--- src/rtl/approx_fp_mul_pipe.sv ---
// Three-stage pipelined approximate floating-point multiplier with valid/ready flow control.
// Define APPROX_FLAGS_EN to add the registered flags_o port {invalid, overflow, underflow, inexact}.
module approx_fp_mul_pipe #(
   parameter int unsigned EXP_W  = 8,
   parameter int unsigned MAN_W  = 7,
   parameter int unsigned PREC_W = 3
) (
   input  logic                   clk,
   input  logic                   rst,
   input  logic                   in_valid,
   output logic                   in_ready,
   input  logic [EXP_W+MAN_W:0]   a_i,
   input  logic [EXP_W+MAN_W:0]   b_i,
   input  logic [PREC_W-1:0]      prec_i,
   output logic                   out_valid,
   input  logic                   out_ready,
`ifdef APPROX_FLAGS_EN
   output logic [3:0]             flags_o,
`endif
   output logic [EXP_W+MAN_W:0]   product_o
);

   localparam int unsigned W  = 1 + EXP_W + MAN_W;
   localparam int unsigned MW = MAN_W + 1;
   localparam int unsigned PW = 2 * MW;
   localparam int unsigned XW = EXP_W + 2;
   localparam logic signed [XW-1:0] BIAS     = XW'((1 << (EXP_W - 1)) - 1);
   localparam logic signed [XW-1:0] EXP_TOP  = XW'((1 << EXP_W) - 1);
   localparam logic signed [XW-1:0] EXP_ZERO = '0;
   localparam logic signed [XW-1:0] EXP_ONE  = XW'(1);

   // Flow control: each stage loads when empty or when its content moves on this cycle.
   logic r_v1, r_v2, r_v3;
   logic w_ld1, w_ld2, w_ld3;

   assign w_ld3     = !r_v3 || out_ready;
   assign w_ld2     = !r_v2 || w_ld3;
   assign w_ld1     = !r_v1 || w_ld2;
   assign in_ready  = w_ld1;
   assign out_valid = r_v3;

   // Stage 1: unpack, mask, classify, exponent sum
   logic [EXP_W-1:0]     w_ea, w_eb;
   logic [MAN_W-1:0]     w_fa, w_fb;
   logic [MW-1:0]        w_mask, w_ma, w_mb;
   logic                 w_za, w_zb, w_ia, w_ib, w_na, w_nb;
   logic                 w_nan, w_inf, w_zero;
   logic signed [XW-1:0] w_esum;

   always_comb begin
      w_ea = a_i[W-2 -: EXP_W];
      w_eb = b_i[W-2 -: EXP_W];
      w_fa = a_i[MAN_W-1:0];
      w_fb = b_i[MAN_W-1:0];
      if (32'(prec_i) > MAN_W) w_mask = {MW{1'b1}} << MAN_W;
      else                     w_mask = {MW{1'b1}} << prec_i;
      w_ma   = {1'b1, w_fa} & w_mask;
      w_mb   = {1'b1, w_fb} & w_mask;
      w_za   = (w_ea == '0);
      w_zb   = (w_eb == '0);
      w_ia   = (&w_ea) && (w_fa == '0);
      w_ib   = (&w_eb) && (w_fb == '0);
      w_na   = (&w_ea) && (w_fa != '0);
      w_nb   = (&w_eb) && (w_fb != '0);
      w_nan  = w_na || w_nb || ((w_ia || w_ib) && (w_za || w_zb));
      w_inf  = w_ia || w_ib;
      w_zero = w_za || w_zb;
      w_esum = $signed(XW'(w_ea)) + $signed(XW'(w_eb)) - BIAS;
   end

   logic                 r1_sign, r1_nan, r1_inf, r1_zero;
   logic signed [XW-1:0] r1_exp;
   logic [MW-1:0]        r1_ma, r1_mb;
   logic                 r2_sign, r2_nan, r2_inf, r2_zero;
   logic signed [XW-1:0] r2_exp;
   logic [PW-1:0]        r2_prod;
`ifdef APPROX_FLAGS_EN
   logic                 r1_lossy, r2_lossy;
`endif

   always_ff @(posedge clk) begin
      if (w_ld1 && in_valid) begin
         r1_sign <= a_i[W-1] ^ b_i[W-1];
         r1_exp  <= w_esum;
         r1_ma   <= w_ma;
         r1_mb   <= w_mb;
         r1_nan  <= w_nan;
         r1_inf  <= w_inf;
         r1_zero <= w_zero;
`ifdef APPROX_FLAGS_EN
         r1_lossy <= (|({1'b1, w_fa} & ~w_mask)) || (|({1'b1, w_fb} & ~w_mask));
`endif
      end
      if (w_ld2 && r_v1) begin
         r2_sign <= r1_sign;
         r2_exp  <= r1_exp;
         r2_prod <= PW'(r1_ma) * PW'(r1_mb);
         r2_nan  <= r1_nan;
         r2_inf  <= r1_inf;
         r2_zero <= r1_zero;
`ifdef APPROX_FLAGS_EN
         r2_lossy <= r1_lossy;
`endif
      end
   end

   // Stage 3: normalise by truncation, then resolve exceptions in priority order
   logic signed [XW-1:0] w_enorm;
   logic [MAN_W-1:0]     w_man;
   logic [W-1:0]         w_res;
   logic                 w_inv, w_ovf, w_unf;

   always_comb begin
      w_enorm = r2_exp;
      w_man   = r2_prod[PW-3 -: MAN_W];
      if (r2_prod[PW-1]) begin
         w_enorm = r2_exp + EXP_ONE;
         w_man   = r2_prod[PW-2 -: MAN_W];
      end
      w_inv = 1'b0;
      w_ovf = 1'b0;
      w_unf = 1'b0;
      w_res = {r2_sign, w_enorm[EXP_W-1:0], w_man};
      if (r2_nan) begin
         w_res = {1'b0, {EXP_W{1'b1}}, 1'b1, {(MAN_W-1){1'b0}}};
         w_inv = 1'b1;
      end else if (r2_inf) begin
         w_res = {r2_sign, {EXP_W{1'b1}}, {MAN_W{1'b0}}};
      end else if (r2_zero) begin
         w_res = {r2_sign, {(W-1){1'b0}}};
      end else if (w_enorm >= EXP_TOP) begin
         w_res = {r2_sign, {EXP_W{1'b1}}, {MAN_W{1'b0}}};
         w_ovf = 1'b1;
      end else if (w_enorm <= EXP_ZERO) begin
         w_res = {r2_sign, {(W-1){1'b0}}};
         w_unf = 1'b1;
      end
   end

`ifdef APPROX_FLAGS_EN
   logic w_disc, w_inex;
   logic [3:0] r_flags;

   always_comb begin
      w_disc = r2_prod[PW-1] ? (|r2_prod[MAN_W:0]) : (|r2_prod[MAN_W-1:0]);
      w_inex = !(r2_nan || r2_inf || r2_zero) && (w_disc || r2_lossy);
   end

   assign flags_o = r_flags;
`else
   // Bits below the kept mantissa only matter for the inexact flag.
   logic w_unused;
   assign w_unused = ^{r2_prod[MAN_W-1:0], w_inv, w_ovf, w_unf};
`endif

   logic [W-1:0] r_product;

   always_ff @(posedge clk or posedge rst) begin
      if (rst) begin
         r_v1      <= 1'b0;
         r_v2      <= 1'b0;
         r_v3      <= 1'b0;
         r_product <= '0;
`ifdef APPROX_FLAGS_EN
         r_flags   <= '0;
`endif
      end else begin
         if (w_ld1) r_v1 <= in_valid;
         if (w_ld2) r_v2 <= r_v1;
         if (w_ld3) r_v3 <= r_v2;
         if (w_ld3 && r_v2) begin
            r_product <= w_res;
`ifdef APPROX_FLAGS_EN
            r_flags   <= {w_inv, w_ovf, w_unf, w_inex};
`endif
         end
      end
   end

   assign product_o = r_product;

endmodule

--- config.mk ---
export PLATFORM = sky130hd
export DESIGN_NAME = approx_fp_mul_pipe
export DESIGN_NICKNAME = d
export VERILOG_FILES = /design/src/rtl/approx_fp_mul_pipe.sv
export SDC_FILE = /design/constraint.sdc
export NUM_CORES = 1
export LEC_CHECK = 0
export CORE_ASPECT_RATIO = 0.9
export CORE_UTILIZATION = 45
export CTS_CLUSTER_SIZE = 24
export DETAILED_ROUTE_END_ITERATION = 8
export GPL_TIMING_DRIVEN = 0
export PLACE_DENSITY = 0.68
export SLEW_MARGIN = 10
export SYNTH_ARGS = -nofsm -noshare
export SYNTH_HDL_FRONTEND = slang
export SYNTH_SLANG_ARGS = --single-unit
--- constraint.sdc ---
create_clock -name clk -period 5.5 [get_ports clk]
set_input_delay 0.55 -clock clk [delete_from_list [all_inputs] [get_ports clk]]
set_output_delay 0.55 -clock clk [all_outputs]
set_load 0.05 [all_outputs]
==> impl_metrics.yaml <==
logic_synthesis:
  cell_area_after_synthesis_um2: 5250
  synth.yosys.seq_area_share_pct: 38.2
  synth_ff_type: "sky130_fd_sc_hd__edfxtp_1"
  syn-mean-instance-area_um2: 11.1
  syn_inst: 475
  asyncSetResetFlopFracSynth_pct: 27.1
  distinct_cell_type_count_after_synthesis: 56
  synth-edff-count: 51
  synth-warning-count: 0
  synth.ff_latch_count: 70
  synthesis.nets: 598
clocking:
  cts_tree: "built"
  cts-htree-levels: 3
  cts_resized: 0
  post-cts-setup-buffer-count: 0
  clock_latency_ns: 0.33
  postCtsHoldBufs: 0
  clock_sinks: 70
  ctsLongestPathBuffers: 2
  clk_root_buffer_cell: "sky130_fd_sc_hd__clkbuf_16"
  number_of_buffers_added_by_the_clock_tree_synthesis_step: 9
  clkTransAtPathRegs_ns: 0.06
route:
  route.detailed.wl_per_inst_um: 13.0
  detailroute.wirelength.met3_um: 387
  drtIter0Drc: 196
  drc: 0
  final_antenna_net_count: 0
  firstDrtPassIters: 5
  via_count: 3457
  drt_wl_total_mm: 9.13
  wl_met2_mm: 4.14
  avgViaCountPerCell: 4.92
  route.top_layer_used: "met4"
  detail_route.wirelength.met1_mm: 4.58
floorplan:
  die_w_um: 116
  rows: 37
  io_pins: 57
  initial_utilization_pct: 46.1
  die_h_um: 104
  design.die.area_um2: 12100
  core_area_um2: 11400
pwr:
  power.leakage_nw: 2.69
  cellPowerDensity_nw_per_um2: 344
  vdd_ir_drop_max_mv: 0.154
  power.total_mw: 2.16
sta:
  final.min_clock_period_ns: 4.58
  slew_headroom_pct: 34.5
  setup-violations-final: 0
  timing_max_transition_violations_final: 0
  fin_setup_tns_ns: 0
  fmaxAchievable_mhz: 218
  tightestPinTransition_ns: 0.983
  unrepaired_setup_endpoints_after_global_routing: "no"
  fin_skew_ns: 0.0118
  timing_hold_violations_final: 0
  final.period_utilization_pct: 83.2
grt:
  grt_max_degree: 29
  grtUsageTotal_pct: 16.5
  globalRouteOverflowTotal: 0
  grt_pass1_vias: 3500
  antenna_found_initial: 0
  wire_length_of_the_first_global_routing_pass_mm: 15.7
setup_path:
  timing.critical_path.from_type: "register"
  r2r_start: "r1_mb[4]$_DFFE_PP_"
  criticalPathCategory: "reg -> reg"
  setup.worst_path.end_class: "register"
  ff2ff_setup_slack_ns: 0.92
  worst_ep_arrival_time_ns: 4.66
  critical_path_required_ns: 5.58
  reg2reg_to: "r2_prod[15]$_DFFE_PP_"
  worst-r2r-cell-count: 16
  worst-path-max-fanout: 8
hold_path:
  whs_path_depth: 0
  worst_min_path_class: "reg -> reg"
  worstHoldStart: "r1_sign$_DFFE_PP_"
  hold_path_end: "r2_sign$_DFFE_PP_"
final_layout:
  finish.net_count: 664
  leading_cell_type_in_the_layout_fill_and_taps_excluded: "sky130_fd_sc_hd__inv_1"
  most_frequent_cells_in_the_layout: "sky130_fd_sc_hd__inv_1 (59), sky130_fd_sc_hd__clkdlybuf4s50_1 (55), sky130_fd_sc_hd__edfxtp_1 (51), sky130_fd_sc_hd__ha_1 (48), sky130_fd_sc_hd__and2_1 (37)"
  drive_above_1_share_pct: 7.33
  areaGrowthSynthToFinish_pct: 19.8
  insertedDiodeCount: 0
placed_design:
  place.detailed.hpwl_mm: 7.36
  io_buffer_count: 55
  place.gp.congestion: 0.862
run_status:
  outcome: "finished, final reports clean"
run:
  cap_viol_max_count: 0
area by class of cell:
cell class,instances,area [um2]
Clock inverter,7,65.1
Fill cell,1026,5100
Timing Repair Buffer,55,551
Sequential cell,70,2010
Multi-Input combinational cell,334,2930
Buffer,12,92.6
Inverter,59,221
Clock buffer,9,225
Tap cell,156,195
how the worst max path moves through the flow:
stage	end	slack (ns)	from	depth (start not counted)
finish	r2_prod[15]$_DFFE_PP_	0.92	r1_mb[4]$_DFFE_PP_	16
detailed placement	r2_prod[15]$_DFFE_PP_	0.90	r1_mb[4]$_DFFE_PP_	16
CTS	r2_prod[15]$_DFFE_PP_	0.90	r1_mb[4]$_DFFE_PP_	16
global route	r2_prod[15]$_DFFE_PP_	0.70	r1_mb[4]$_DFFE_PP_	16
floorplan	r2_prod[15]$_DFFE_PP_	1.22	r1_mb[4]$_DFFE_PP_	16
global placement	r2_prod[15]$_DFFE_PP_	0.97	r1_mb[6]$_DFFE_PP_	17
metal layers:
metal | up-vias | track usage, %
li1 | 1775 | -
met2 | 80 | 26.1
met4 | 0 | 4.67
met3 | 2 | 3.26
met5 | - | 0
met1 | 1600 | 22.8
synthesized netlist by cell type, types with 2 or more instances:
master,count,area (um2)
sky130_fd_sc_hd__buf_6,3,33.8
sky130_fd_sc_hd__buf_4,5,37.5
sky130_fd_sc_hd__xor2_1,11,96.3
sky130_fd_sc_hd__dfrtp_1,19,475
sky130_fd_sc_hd__o21a_1,2,15.0
sky130_fd_sc_hd__inv_1,59,221
sky130_fd_sc_hd__and3_1,2,12.5
sky130_fd_sc_hd__xnor2_1,17,149
sky130_fd_sc_hd__a32o_1,5,50.1
sky130_fd_sc_hd__o31ai_1,2,15.0
sky130_fd_sc_hd__a21o_1,5,37.5
sky130_fd_sc_hd__mux2i_1,2,20.0
sky130_fd_sc_hd__o21bai_1,2,15.0
sky130_fd_sc_hd__nand4b_1,2,17.5
sky130_fd_sc_hd__fa_1,36,721
sky130_fd_sc_hd__nor3_1,11,55.1
sky130_fd_sc_hd__clkbuf_1,2,7.51
sky130_fd_sc_hd__nor2_1,24,90.1
sky130_fd_sc_hd__a21boi_0,3,22.5
sky130_fd_sc_hd__nand2b_1,9,56.3
sky130_fd_sc_hd__nor3b_1,4,30.0
sky130_fd_sc_hd__a31o_2,3,26.3
sky130_fd_sc_hd__o22a_1,2,17.5
sky130_fd_sc_hd__nand3_1,4,20.0
sky130_fd_sc_hd__nand2_1,28,105
sky130_fd_sc_hd__and2_1,38,238
sky130_fd_sc_hd__mux2_2,6,67.6
sky130_fd_sc_hd__a31oi_1,3,18.8
sky130_fd_sc_hd__edfxtp_1,51,1530
sky130_fd_sc_hd__nor2b_1,6,37.5
sky130_fd_sc_hd__ha_1,48,601
sky130_fd_sc_hd__o21ai_0,11,55.1
sky130_fd_sc_hd__nor4_1,7,43.8
sky130_fd_sc_hd__nand4_1,6,37.5
sky130_fd_sc_hd__a21oi_1,16,80.1
power breakdown:
group | switching, mW | leakage, nW | internal (mW)
combinational | 0.470 | 1.83 | 0.390
clock | 0.207 | 0.144 | 0.347
sequential | 0.0505 | 0.721 | 0.696
flip-flops by register name (all words and copies together) (netlist names), 7 cells and up:
signal	count
r1_exp	10
product_o	16
r1_mb	7
r1_ma	7
r2_prod	9
r2_exp	10
kinds of logic after synthesis:
group	count (synthesis)	synth area share, %
simple gates	150	15.8
fa+ha+maj	84	25.2
buf+inv	71	5.98
flops	70	38.2
compound gates	64	8.48
xor+xnor	28	4.67
mux	8	1.67
metrics by stage:
stage               worst slack, ns  utilization (%)  instances  hold WS [ns]  instance area [um2]
floorplan                      1.22                -        475         0.400                 5250
global placement              0.967             52.6        686         0.405                 6000
detailed placement            0.904             52.6        686         0.408                 6000
CTS                           0.899             55.2        702         0.421                 6290
global route                  0.704             55.2        702         0.427                 6290
finish                        0.922             55.2        702         0.419                 6290
worst max-delay path, cell delays in order (launching register included):
cell	delay (ns)
sky130_fd_sc_hd__edfxtp_1	0.52
sky130_fd_sc_hd__and2_1	0.22
sky130_fd_sc_hd__fa_1	0.55
sky130_fd_sc_hd__inv_1	0.05
sky130_fd_sc_hd__fa_1	0.47
sky130_fd_sc_hd__inv_1	0.05
sky130_fd_sc_hd__fa_1	0.53
sky130_fd_sc_hd__inv_1	0.05
sky130_fd_sc_hd__fa_1	0.53
sky130_fd_sc_hd__inv_1	0.04
sky130_fd_sc_hd__ha_1	0.32
sky130_fd_sc_hd__o21ai_0	0.18
sky130_fd_sc_hd__nand2b_1	0.07
sky130_fd_sc_hd__a21oi_1	0.24
sky130_fd_sc_hd__nor3b_1	0.12
sky130_fd_sc_hd__a31o_2	0.26
sky130_fd_sc_hd__xnor2_1	0.11
(Power assumes the default switching activity.)
